==> src/rtl/mem_lsu.sv <==
// mem_lsu: load/store unit between execute and write-back.
// One operation in flight. Non-memory ops pass straight through to write-back.
// Aligned loads/stores issue one request on the data-memory port and wait for ack.
// Misaligned accesses are rejected without touching memory.
// Optional feature macro: MEM_LSU_TIMEOUT_EN. When it is defined, a wait-cycle counter
// aborts a request that gets no ack within TIMEOUT_CYC cycles and reports bus_err_o.
//
// Handshake: an op is accepted on a rising edge where in_valid && in_ready.
// in_ready is high only in IDLE and never while rst is high. out_valid is a one-cycle
// pulse per accepted op. It is qualified by misalign_o and bus_err_o.
// dmem_req_o stays high until the edge that samples dmem_ack_i=1.

`ifndef ALUOP_ADD
`define ALUOP_ADD 5'd0
`define ALUOP_SUB 5'd1
`define ALUOP_AND 5'd2
`define ALUOP_OR  5'd3
`define ALUOP_XOR 5'd4
`define ALUOP_LB  5'd16
`define ALUOP_LH  5'd17
`define ALUOP_LW  5'd18
`define ALUOP_LBU 5'd19
`define ALUOP_LHU 5'd20
`define ALUOP_SB  5'd21
`define ALUOP_SH  5'd22
`define ALUOP_SW  5'd23
`endif

module mem_lsu #(
   parameter int ADDR_W      = 12,
   parameter int TIMEOUT_CYC = 16
) (
   input  logic              clk,
   input  logic              rst,
   input  logic              in_valid,
   output logic              in_ready,
   input  logic [4:0]        aluop_i,
   input  logic              wreg_i,
   input  logic [4:0]        rd_addr_i,
   input  logic [31:0]       rd_data_i,
   input  logic [ADDR_W-1:0] mem_addr_i,
   input  logic [31:0]       rs2_i,
   output logic              out_valid,
   output logic              wreg_o,
   output logic [4:0]        rd_addr_o,
   output logic [31:0]       rd_data_o,
   output logic              misalign_o,
   output logic              bus_err_o,
   output logic              dmem_req_o,
   output logic              dmem_we_o,
   output logic [3:0]        dmem_sel_o,
   output logic [ADDR_W-1:0] dmem_addr_o,
   output logic [31:0]       dmem_wdata_o,
   input  logic              dmem_ack_i,
   input  logic [31:0]       dmem_rdata_i,
   output logic [1:0]        dbg_state
);

   typedef enum logic [1:0] {
      S_IDLE = 2'd0,
      S_WAIT = 2'd1,
      S_DONE = 2'd2
   } state_t;

   // Access size codes: 0 = byte, 1 = half, 2 = word.
   localparam logic [1:0] SZ_B = 2'd0;
   localparam logic [1:0] SZ_H = 2'd1;
   localparam logic [1:0] SZ_W = 2'd2;

   state_t      state;

   // Decode of the incoming op.
   logic        dec_load;
   logic        dec_store;
   logic [1:0]  dec_size;
   logic        dec_signed;
   logic        dec_mem;
   logic        dec_misalign;
   logic [1:0]  off;
   logic [3:0]  sel_c;
   logic [31:0] wdata_c;

   // Op context held while the request is outstanding.
   logic        op_load_q;
   logic [1:0]  op_size_q;
   logic        op_signed_q;
   logic [1:0]  op_off_q;
   logic        op_wreg_q;
   logic [4:0]  op_rd_q;

   // Load data after lane selection and extension.
   logic [31:0] rdata_shift;
   logic [31:0] load_val;

   assign off          = mem_addr_i[1:0];
   assign dec_mem      = dec_load | dec_store;
   assign dec_misalign = dec_mem &&
                         (((dec_size == SZ_H) && off[0]) ||
                          ((dec_size == SZ_W) && (off != 2'd0)));
   assign in_ready     = (state == S_IDLE) && !rst;
   assign dbg_state    = state;

   // Classify the op code into load/store, access size and signedness.
   always_comb begin
      dec_load   = 1'b0;
      dec_store  = 1'b0;
      dec_size   = SZ_W;
      dec_signed = 1'b0;
      case (aluop_i)
         `ALUOP_LB:  begin dec_load  = 1'b1; dec_size = SZ_B; dec_signed = 1'b1; end
         `ALUOP_LH:  begin dec_load  = 1'b1; dec_size = SZ_H; dec_signed = 1'b1; end
         `ALUOP_LW:  begin dec_load  = 1'b1; dec_size = SZ_W; end
         `ALUOP_LBU: begin dec_load  = 1'b1; dec_size = SZ_B; end
         `ALUOP_LHU: begin dec_load  = 1'b1; dec_size = SZ_H; end
         `ALUOP_SB:  begin dec_store = 1'b1; dec_size = SZ_B; end
         `ALUOP_SH:  begin dec_store = 1'b1; dec_size = SZ_H; end
         `ALUOP_SW:  begin dec_store = 1'b1; dec_size = SZ_W; end
         default:    ;
      endcase
   end

   // Byte-lane enables and lane-replicated store data for the incoming op.
   always_comb begin
      sel_c   = 4'b0000;
      wdata_c = 32'd0;
      case (dec_size)
         SZ_B: begin
            sel_c   = 4'b0001 << off;
            wdata_c = {4{rs2_i[7:0]}};
         end
         SZ_H: begin
            sel_c   = 4'b0011 << off;
            wdata_c = {2{rs2_i[15:0]}};
         end
         default: begin
            sel_c   = 4'b1111;
            wdata_c = rs2_i;
         end
      endcase
   end

   // Pick the addressed byte/half out of the read word and extend it.
   always_comb begin
      rdata_shift = dmem_rdata_i >> {op_off_q, 3'b000};
      load_val    = dmem_rdata_i;
      case (op_size_q)
         SZ_B:    load_val = {{24{op_signed_q & rdata_shift[7]}},  rdata_shift[7:0]};
         SZ_H:    load_val = {{16{op_signed_q & rdata_shift[15]}}, rdata_shift[15:0]};
         default: load_val = dmem_rdata_i;
      endcase
   end

`ifdef MEM_LSU_TIMEOUT_EN
   localparam int CNT_W = (TIMEOUT_CYC > 1) ? $clog2(TIMEOUT_CYC) : 1;
   localparam logic [CNT_W-1:0] CNT_LAST = CNT_W'(TIMEOUT_CYC - 1);
   logic [CNT_W-1:0] to_cnt;
`else
   // Without the timeout feature a request waits for ack indefinitely.
   assign bus_err_o = 1'b0;
`endif

   // Control FSM with all outputs registered. Result fields are cleared outside the out_valid cycle.
   always_ff @(posedge clk) begin
      if (rst) begin
         state        <= S_IDLE;
         out_valid    <= 1'b0;
         wreg_o       <= 1'b0;
         rd_addr_o    <= 5'd0;
         rd_data_o    <= 32'd0;
         misalign_o   <= 1'b0;
         dmem_req_o   <= 1'b0;
         dmem_we_o    <= 1'b0;
         dmem_sel_o   <= 4'd0;
         dmem_addr_o  <= '0;
         dmem_wdata_o <= 32'd0;
         op_load_q    <= 1'b0;
         op_size_q    <= SZ_W;
         op_signed_q  <= 1'b0;
         op_off_q     <= 2'd0;
         op_wreg_q    <= 1'b0;
         op_rd_q      <= 5'd0;
`ifdef MEM_LSU_TIMEOUT_EN
         bus_err_o    <= 1'b0;
         to_cnt       <= '0;
`endif
      end else begin
         out_valid  <= 1'b0;
         wreg_o     <= 1'b0;
         rd_addr_o  <= 5'd0;
         rd_data_o  <= 32'd0;
         misalign_o <= 1'b0;
`ifdef MEM_LSU_TIMEOUT_EN
         bus_err_o  <= 1'b0;
`endif
         case (state)
            S_IDLE: begin
               if (in_valid) begin
                  if (!dec_mem) begin
                     state     <= S_DONE;
                     out_valid <= 1'b1;
                     wreg_o    <= wreg_i;
                     rd_addr_o <= rd_addr_i;
                     rd_data_o <= rd_data_i;
                  end else if (dec_misalign) begin
                     state      <= S_DONE;
                     out_valid  <= 1'b1;
                     misalign_o <= 1'b1;
                  end else begin
                     state        <= S_WAIT;
                     dmem_req_o   <= 1'b1;
                     dmem_we_o    <= dec_store;
                     dmem_sel_o   <= sel_c;
                     dmem_addr_o  <= {mem_addr_i[ADDR_W-1:2], 2'b00};
                     dmem_wdata_o <= dec_store ? wdata_c : 32'd0;
                     op_load_q    <= dec_load;
                     op_size_q    <= dec_size;
                     op_signed_q  <= dec_signed;
                     op_off_q     <= off;
                     op_wreg_q    <= wreg_i;
                     op_rd_q      <= rd_addr_i;
`ifdef MEM_LSU_TIMEOUT_EN
                     to_cnt       <= '0;
`endif
                  end
               end
            end
            S_WAIT: begin
               if (dmem_ack_i) begin
                  state        <= S_DONE;
                  out_valid    <= 1'b1;
                  dmem_req_o   <= 1'b0;
                  dmem_we_o    <= 1'b0;
                  dmem_sel_o   <= 4'd0;
                  dmem_addr_o  <= '0;
                  dmem_wdata_o <= 32'd0;
                  if (op_load_q) begin
                     wreg_o    <= op_wreg_q;
                     rd_addr_o <= op_rd_q;
                     rd_data_o <= load_val;
                  end
               end
`ifdef MEM_LSU_TIMEOUT_EN
               else if (to_cnt == CNT_LAST) begin
                  state        <= S_DONE;
                  out_valid    <= 1'b1;
                  bus_err_o    <= 1'b1;
                  dmem_req_o   <= 1'b0;
                  dmem_we_o    <= 1'b0;
                  dmem_sel_o   <= 4'd0;
                  dmem_addr_o  <= '0;
                  dmem_wdata_o <= 32'd0;
               end else begin
                  to_cnt <= to_cnt + 1'b1;
               end
`endif
            end
            S_DONE: begin
               state <= S_IDLE;
            end
            default: begin
               state <= S_IDLE;
            end
         endcase
      end
   end

endmodule

==> config.mk <==
export PLATFORM = sky130hd
export DESIGN_NAME = mem_lsu
export DESIGN_NICKNAME = d
export VERILOG_FILES = /design/src/rtl/mem_lsu.sv
export SDC_FILE = /design/constraint.sdc
export NUM_CORES = 1
export LEC_CHECK = 0
export CORE_MARGIN = 2
export CORE_UTILIZATION = 40
export CTS_BUF_LIST = sky130_fd_sc_hd__clkbuf_8
export DETAILED_ROUTE_END_ITERATION = 6
export GPL_TIMING_DRIVEN = 1
export PLACE_DENSITY = 0.87
export SETUP_SLACK_MARGIN = 0.1
export SLEW_MARGIN = 30
export SYNTH_ARGS = -nofsm -noshare
export SYNTH_HDL_FRONTEND = slang
export SYNTH_SLANG_ARGS = --single-unit
==> constraint.sdc <==
create_clock -name clk -period 2.36 [get_ports clk]
set_input_delay 0.472 -clock clk [delete_from_list [all_inputs] [get_ports clk]]
set_output_delay 0.472 -clock clk [all_outputs]
set_load 0.05 [all_outputs]
Yosys cells after proc, flatten, opt, wreduce, memory -nomap -nowiden
Cells that the tools add are included.

storage, ports and cells
  flip-flop bits (word level) = 104
  bits of input ports = 123
  logic and storage cells = 120

cells by class
  equal/unequal tests = 16
  shifts and indexed selects = 3
  multiplexer cells = 57
  bitwise logic cells = 7
  reduce and logical (&&, ||, !) cells = 20

operator list
  cell                  count
  $mux W32              9
  $pmux W32 S2          4
  $mux W12              4
  $eq A5 B5 Y1 const B  8
  $shr A32 B5 Y16       1
  $pmux W12 S2          1
  $mux W5               4
  $mux W1               18
  $mux W4               4
  $pmux W4 S2           2
  $pmux W5 S2           1
  $reduce_or A3 Y1      3
  $mux W2               4
  $ne A2 B2 Y1 const B  4
  $pmux W1 S2           4
  $pmux W2 S2           2
  $eq A2 B1 Y1 const B  3
  $logic_not A2 Y1      3
  $reduce_and A5 Y1     1
  $reduce_or A5 Y1      1
  $logic_and A1 B1 Y1   4
  $not A1 Y1            4
  $reduce_and A4 Y1     1
  $reduce_bool A2 Y1    2
  10 further kinds      11

Depth between registers and ports, before layout
Gate-level depths: netlist (run 1).

  word-level depth = 11
  gate-level depth with buffers = 7

Worst setup path after synthesis (run 1)
No wires, ideal clock.

  kind = input -> output
  start point = input rst
  end point = output in_ready
  arrival = 1905 ps
  data required time = 1888 ps
  path slack = -17 ps
  stages = 5
  cells stage by stage = clkbuf_1 -> or2_2 -> clkbuf_1 -> clkbuf_1 -> nor2_1

on the way
  word-level cells in the longest chain between the ends = 2

RTL lines
  item                 line  source
  start, declared      34    input logic rst,
  $logic_not A1 Y1     100   assign in_ready = (state == S_IDLE) && !rst;
  $logic_and A1 B1 Y1  100
  end, declared        36    output logic in_ready,

No other way between the ends.

Worst setup path in the final report (run 1)
  start point = register state[0], in the netlist dbg_state[0]
  end point = output dbg_state[0]

RTL lines
  item                    line  source
  start, declared         70    state_t state;
  start signal, assigned  165   state <= S_IDLE;
  start signal, assigned  199   state <= S_DONE;
  start signal, assigned  205   state <= S_DONE;
  end, declared           56    output logic [1:0] dbg_state

No word-level cell between the ends.

==> results.cfg, run 1 <==
[synth]
synthTopCellsByCount = dfxtp_1 (102), nand2_1 (64), a21oi_1 (57)
synth_top_area_cell = dfxtp_1
synth_edf_count = 0
ys_seq_area_share_pct = 41.7
synth_top_area_share_pct = 41.7
synthMostInstantiatedCell = dfxtp_1
synth_compound_area_share_pct = 28.4
synthMuxAreaShare_pct = 4.16
syn-cell-area_mm2 = 0.00490
ys.flop_type = dfxtp_1
synthArstFlopShare_pct = 0
ys_ff_latch = 102
synth-simple-area-share_pct = 19.5
synth_top_family_by_area = compound AO/OA/AOI/OAI gates
avgSynthCellArea_um2 = 8.96
synth_cell_types = 60
synth_area_leaders = dfxtp_1 (42%), nand4b_1 (6.3%), a21oi_1 (5.8%), nand2_1 (4.9%), a221o_1 (3.5%)
synthAdderAreaFrac_pct = 0
yosys_warnings = 0
synth_xor_area_share_pct = 0.358
netlist_instances = 547

[floorplanning]
start_util_pct = 41.0
rows = 40
io_pins = 217
die_area_mm2 = 0.0132
core_region_area_mm2 = 0.0120
dieHeight_um = 115
die-width_um = 115

[global_routing]
grt_overflow = 0
grt_max_degree = 45
antenna_found_initial = 0
grt_pass1_wl_um = 26500
track_usage_pct = 25.5
first_global_vias = 5213

[timing]
hold_viol_final = 0
setup_viol = 0
fin_crit_ns = 2.18
max-slew-margin-rel_pct = 49.9
fmax_ghz = 0.459
rsz0062_at_grt = false
fin_skew_ns = 0.00703
worstMarginPinSlew_ns = 0.752
totalNegativeSetupSlack_ns = 0
fin_crit_sh_pct = 92.3
timing.hold.ws_ns = 0.461
slew_violations = 0

[clocking]
postCtsSetupBuffers = 0
clk_latency_ns = 0.37
cts_resized = 0
clk_pin_slew_ns = 0.10
clock_sinks = 102
h-tree-depth = 3
cts_buffers = 9
clockRootBuffer = clkbuf_8
cts_tree = yes
ctsLongestPathBuffers = 2
ctsHoldBuffers = 0

[run_status]
status = completed

[worst_setup_path]
path_class = reg -> out
timing.rr.start = dbg_state[0]
crit_buf_inv = 1
worstSetupStartpoint = dbg_state[0]
path_cells = clkdlybuf4s50_1
critPathArrivalTime_ns = 1.71
critical-path-slowest-cell = clkdlybuf4s50_1
crit_required_ns = 1.89
cp_top_family = buffers and inverters
slowest_delay_ns = 0.89
start_kind = flop
critPathMaxFanout = 7
cp-end-kind = primary output

[detailed_routing]
drtAntennaViolNets = 0
wirelength_um = 17100
wl_per_cell_um = 18.7
routed_via_density = 5.71
drtPass1Iterations = 5
vias = 5215
drc = 0
drt_iter0_drc = 501

[power_and_ir_drop]
peakVddDrop_mv = 0.235
power_density_mw_per_mm2 = 493
p_leak_nw = 2.70

[layout]
area_delta_synth_final_pct = 53.5
stdcell_count = 914
fill_cells = 983
final_nets = 885
drive_gt1_share_pct = 11.9
antenna_cells = 0

[job]
cap_violations = 0

[placement]
dp_cells = 898
dpl.hpwl_um = 12900
port_buffers = 213
gp_congestion = 0.891

[hold_path]
min_from = op_rd_q[4]
min_path_type = reg -> reg
## through the flow
step	power (mW)	utilization [%]	instance area, um2	worst slack (ns)
after floorplan	2.29	-	4910	0.205
after global placement	2.71	61.4	7350	0.0306
after detailed placement	2.73	61.4	7350	-0.117
after CTS	3.73	62.9	7520	0.171
after global routing	3.87	62.9	7520	0.125
final	3.71	62.9	7520	0.183
## power by group
group | internal, mW | switching, mW
combinational | 0.404 | 0.490
sequential | 1.77 | 0.0257
clock | 0.387 | 0.625
## path summary, 6_finish.rpt
| path | slack, ns | depth (start not counted) | endpoint |
|---|---|---|---|
| setup / recovery | 0.18 | 1 | dbg_state[0] |
| hold / removal | 0.46 | 2 | op_rd_q[4] |
| hold reg to reg | 0.46 | 2 | op_rd_q[4] |
| setup reg to reg | 0.49 | 6 | dmem_wdata_o[30] |
## worst register-to-register path: stages (launching register included)
cell     delay, ns
dfxtp_1       0.38
or3b_1        0.42
nor2_2        0.19
o21a_2        0.21
a21oi_4       0.05
buf_12        0.16
o41ai_2       0.36
## flip-flops by register name, indices dropped and copies added (netlist names), 2 cells and up
register      cells
dmem_wdata_o     32
rd_data_o        32
dmem_addr_o      10
op_rd_q           5
rd_addr_o         5
dmem_sel_o        4
dbg_state         2
op_off_q          2
op_size_q         2
## placed cells by master, fill, tap and decap left out, types with 6 or more instances in the layout
cell type        netlist  final
inv_1                 10     11
clkbuf_8               0      9
o31ai_2                8      8
o22ai_1                6      6
a22oi_1                6      6
nand2_1               64     64
a211oi_2               9      9
a21oi_1               57     57
nor2_1                40     39
mux2i_1               17     17
nor2b_1                7      7
o221ai_1               8      8
o21ai_0               25     25
o211ai_1               8      8
buf_4                  7     37
o21ai_1                6      6
clkdlybuf4s50_1        0    211
dfxtp_1              102    102
a221o_1               17     17
a32oi_1                6      6
nand2b_1               7      7
o211a_1                6      6
nand4b_1              35     35
a32o_1                 8      8
## cells by family (layout without fill, tap and decap cells)
logic type | Yosys count | in the layout
AND/OR/NAND/NOR | 173 | 173
XOR/XNOR | 2 | 2
multiplexers | 19 | 19
AO/OA/AOI/OAI | 188 | 188
other | 1 | 3
flip-flops | 102 | 102
buffers and inverters | 62 | 280
## metal layers
layer / vias up / wire, um / GRT usage, %
li1: 2456 / - / -
met1: 2419 / 6720 / 30.5
met2: 301 / 8230 / 43.6
met3: 39 / 1560 / 6.19
met4: 0 / 574 / 10.9
met5: - / 0 / 0
## area by class of cell
class                      instances  area, um2  share of cell area [%]
multi-input combinational        385       2590                    34.4
timing repair buffer             254       2490                    33.2
sequential                       102       2040                    27.2
tap                              147        184                    2.45
clock buffer                       9        124                    1.65
clock inverter                     7       50.0                   0.665
inverter                          10       37.5                   0.499
Note: power is estimated with default switching activity, not from simulation.
==> inputs of run 2 (changes only) <==
--- a/config.mk
+++ b/config.mk
@@ -5,12 +5,13 @@
 export SDC_FILE = /design/constraint.sdc
 export NUM_CORES = 1
 export LEC_CHECK = 0
+export ABC_AREA = 1
 export CORE_MARGIN = 2
 export CORE_UTILIZATION = 40
 export CTS_BUF_LIST = sky130_fd_sc_hd__clkbuf_8
 export DETAILED_ROUTE_END_ITERATION = 6
-export GPL_TIMING_DRIVEN = 1
-export PLACE_DENSITY = 0.87
+export GPL_TIMING_DRIVEN = 0
+export PLACE_DENSITY = 0.85
 export SETUP_SLACK_MARGIN = 0.1
 export SLEW_MARGIN = 30
 export SYNTH_ARGS = -nofsm -noshare
==> run 2 against run 1 <==
Net effect: setup slack gained 0.0037 ns; clock power is 18% higher; non-clock buffer count up 18; synthesized cell count is 49% higher; utilization down 2.5 points.
==> results.cfg, run 2 <==
[synth]
syn-cell-area_mm2 = 0.00531
avgSynthCellArea_um2 = 6.52
ys_seq_area_share_pct = 38.4
ys_ff_latch = 102
synthArstFlopShare_pct = 0
netlist_instances = 814
synth_area_leaders = dfxtp_1 (38%), nand2_1 (13%), nor2_1 (10%), a21oi_1 (7.5%), nand3_1 (6.8%)
synth_cell_types = 33
yosys_warnings = 0
synth_top_area_share_pct = 38.4
synthTopCellsByCount = nand2_1 (184), nor2_1 (141), dfxtp_1 (102)
synth_top_area_cell = dfxtp_1
synthMostInstantiatedCell = nand2_1
synth_edf_count = 0
ys.flop_type = dfxtp_1

[global_routing]
gr-usage-met2_pct = 42.6
first_global_vias = 5814
busiest_layer = met2
track_usage_pct = 26.9
grt_max_degree = 18
met3_usage_pct = 4.31
gr-usage-met1_pct = 36.8
grt_overflow = 0
antenna_found_initial = 0
grt_pass1_wl_um = 30200

[layout]
top_regs = dmem_wdata_o: 32 flops, rd_data_o: 32 flops, dmem_addr_o: 10 flops
finalInstanceArea_mm2 = 0.00789
drive_gt1_share_pct = 6.50
antenna_cells = 0
final_util_pct = 60.3
layout_common_cells = clkdlybuf4s50_1 (211), nand2_1 (184), nor2_1 (141), dfxtp_1 (102), a21oi_1 (79)
final_common_cell = clkdlybuf4s50_1
area_delta_synth_final_pct = 48.6
final_nets = 1164

[power_and_ir_drop]
p_int_mw = 2.88
power.share.sequential_pct = 42.2
combPwrFrac_pct = 30.8
peakVddDrop_mv = 0.253
finalPower_mw = 4.42
pwr-share-clk_pct = 27.0
p_leak_nw = 3.34
swShare_pct = 34.9
switching_power_mw = 1.55
power_density_mw_per_mm2 = 560

[clocking]
clk_pin_slew_ns = 0.10
cts_buffers = 9
h-tree-depth = 3
cts_tree = yes
clk_latency_ns = 0.39
ctsLongestPathBuffers = 2
clock_sinks = 102
ctsHoldBuffers = 0
clockRootBuffer = clkbuf_8

[detailed_routing]
drtAntennaViolNets = 0
drtPass1Iterations = 5
drc = 0
routed_via_density = 5.14
vias = 6287
wl_per_cell_um = 16.1
wirelength_um = 19600
drt_iter0_drc = 695

[hold_path]
min_path_type = reg -> reg

[job]
cap_violations = 0

[worst_setup_path]
path_class = in -> reg
critPathArrivalTime_ns = 2.46
start_kind = primary input
crit_required_ns = 2.64
cp-end-kind = flop
r2r_slack_ns = 0.35
critPathMaxFanout = 10

[placement]
gp_congestion = 0.941
place_ws_ns = -0.207
place_area_mm2 = 0.00766
port_buffers = 212
dpl.hpwl_um = 15200

[floorplanning]
die-width_um = 119
dieHeight_um = 119
core_region_area_mm2 = 0.0131
io_pins = 217
rows = 42
start_util_pct = 40.6
die_area_mm2 = 0.0142

[timing]
hold_viol_final = 0
fmax_ghz = 0.460
setup_viol = 0
rsz0062_at_grt = true
fin_skew_ns = 0.0165
fin_crit_ns = 2.17
worstMarginPinSlew_ns = 0.681
setup_ws_ns = 0.186
max-slew-margin-rel_pct = 54.4
slew_violations = 0
fin_crit_sh_pct = 92.1

[run_status]
status = completed
==> run 2: cell types whose count changed after synthesis, moves of 23 or more <==
cell / previous run / this run
nand4b_1: 35 / 0
nand3_1: 0 / 72
nor2_1: 40 / 141
a21oi_1: 57 / 80
inv_1: 10 / 66
nand2_1: 64 / 184
==> run 2: timing repair <==
action | 4_1_cts | 5_1_grt
pin swaps | 0 | 0
endpoints found under the setup margin | 1 | 15
gates resized for setup | 1 | 5
setup buffers | 0 | 2
==> run 2: kinds of logic (layout without fill, tap and decap cells) <==
logic type             Yosys count  in the layout  synth area share [%]
flip-flops                     102            102                  38.4
other                            1              3                0.0706
AO/OA/AOI/OAI                  146            146                  15.5
buffers and inverters          126            356                  10.4
AND/OR/NAND/NOR                439            439                  35.6
==> run 2: through the flow <==
step	instances	TNS [ns]	hold slack, ns
finish	1222	0	0.490
floorplan	816	0	0.454
CTS	1220	0	0.494
global placement	1204	-6.40	0.459
detailed placement	1204	-9.65	0.469
global route	1222	0	0.507
==> run 2: path summary, 6_finish.rpt <==
kind,from,to,cells past startpoint
setup / recovery,aluop_i[2],dmem_addr_o[8],11
hold / removal,dmem_addr_o[2],dmem_addr_o[2],2
setup reg to reg,dbg_state[1],dmem_wdata_o[26],9
hold reg to reg,dmem_addr_o[2],dmem_addr_o[2],2
==> run 2: area by class of cell <==
class	count	area, um2
tap	176	220
sequential	102	2040
clock buffer	10	138
inverter	68	259
clock inverter	6	67.6
buffer	58	304
fill	1243	5190
timing repair buffer	214	2140
multi-input combinational	588	2730
==> run 2: critical path: stages <==
cell,delay [ns]
clkdlybuf4s50_1,0.53
nor2_2,0.18
nand2_4,0.11
a21oi_4,0.23
nand2_1,0.12
nand3_2,0.14
nand2_2,0.11
buf_6,0.16
buf_4,0.17
a21oi_1,0.16
nor2_1,0.06
==> run 2: power by group through the flow <==
stage                     Sequential [mW]  Clock, mW  Combinational (mW)
after CTS                            1.87       1.20                1.35
after global routing                 1.88       1.28                1.45
after floorplan                      2.22          0               0.476
after global placement               1.90          0                1.33
after detailed placement             1.91          0                1.34
final                                1.87       1.19                1.36
==> run 2: per-layer routing <==
| metal | vias to the layer above | wire [um] | share of wire (%) |
|---|---|---|---|
| met5 | - | 0 | 0 |
| met4 | 0 | 604 | 3.1 |
| met3 | 44 | 1410 | 7.2 |
| met2 | 309 | 9010 | 46 |
| met1 | 2847 | 8610 | 44 |
| li1 | 3087 | - | - |
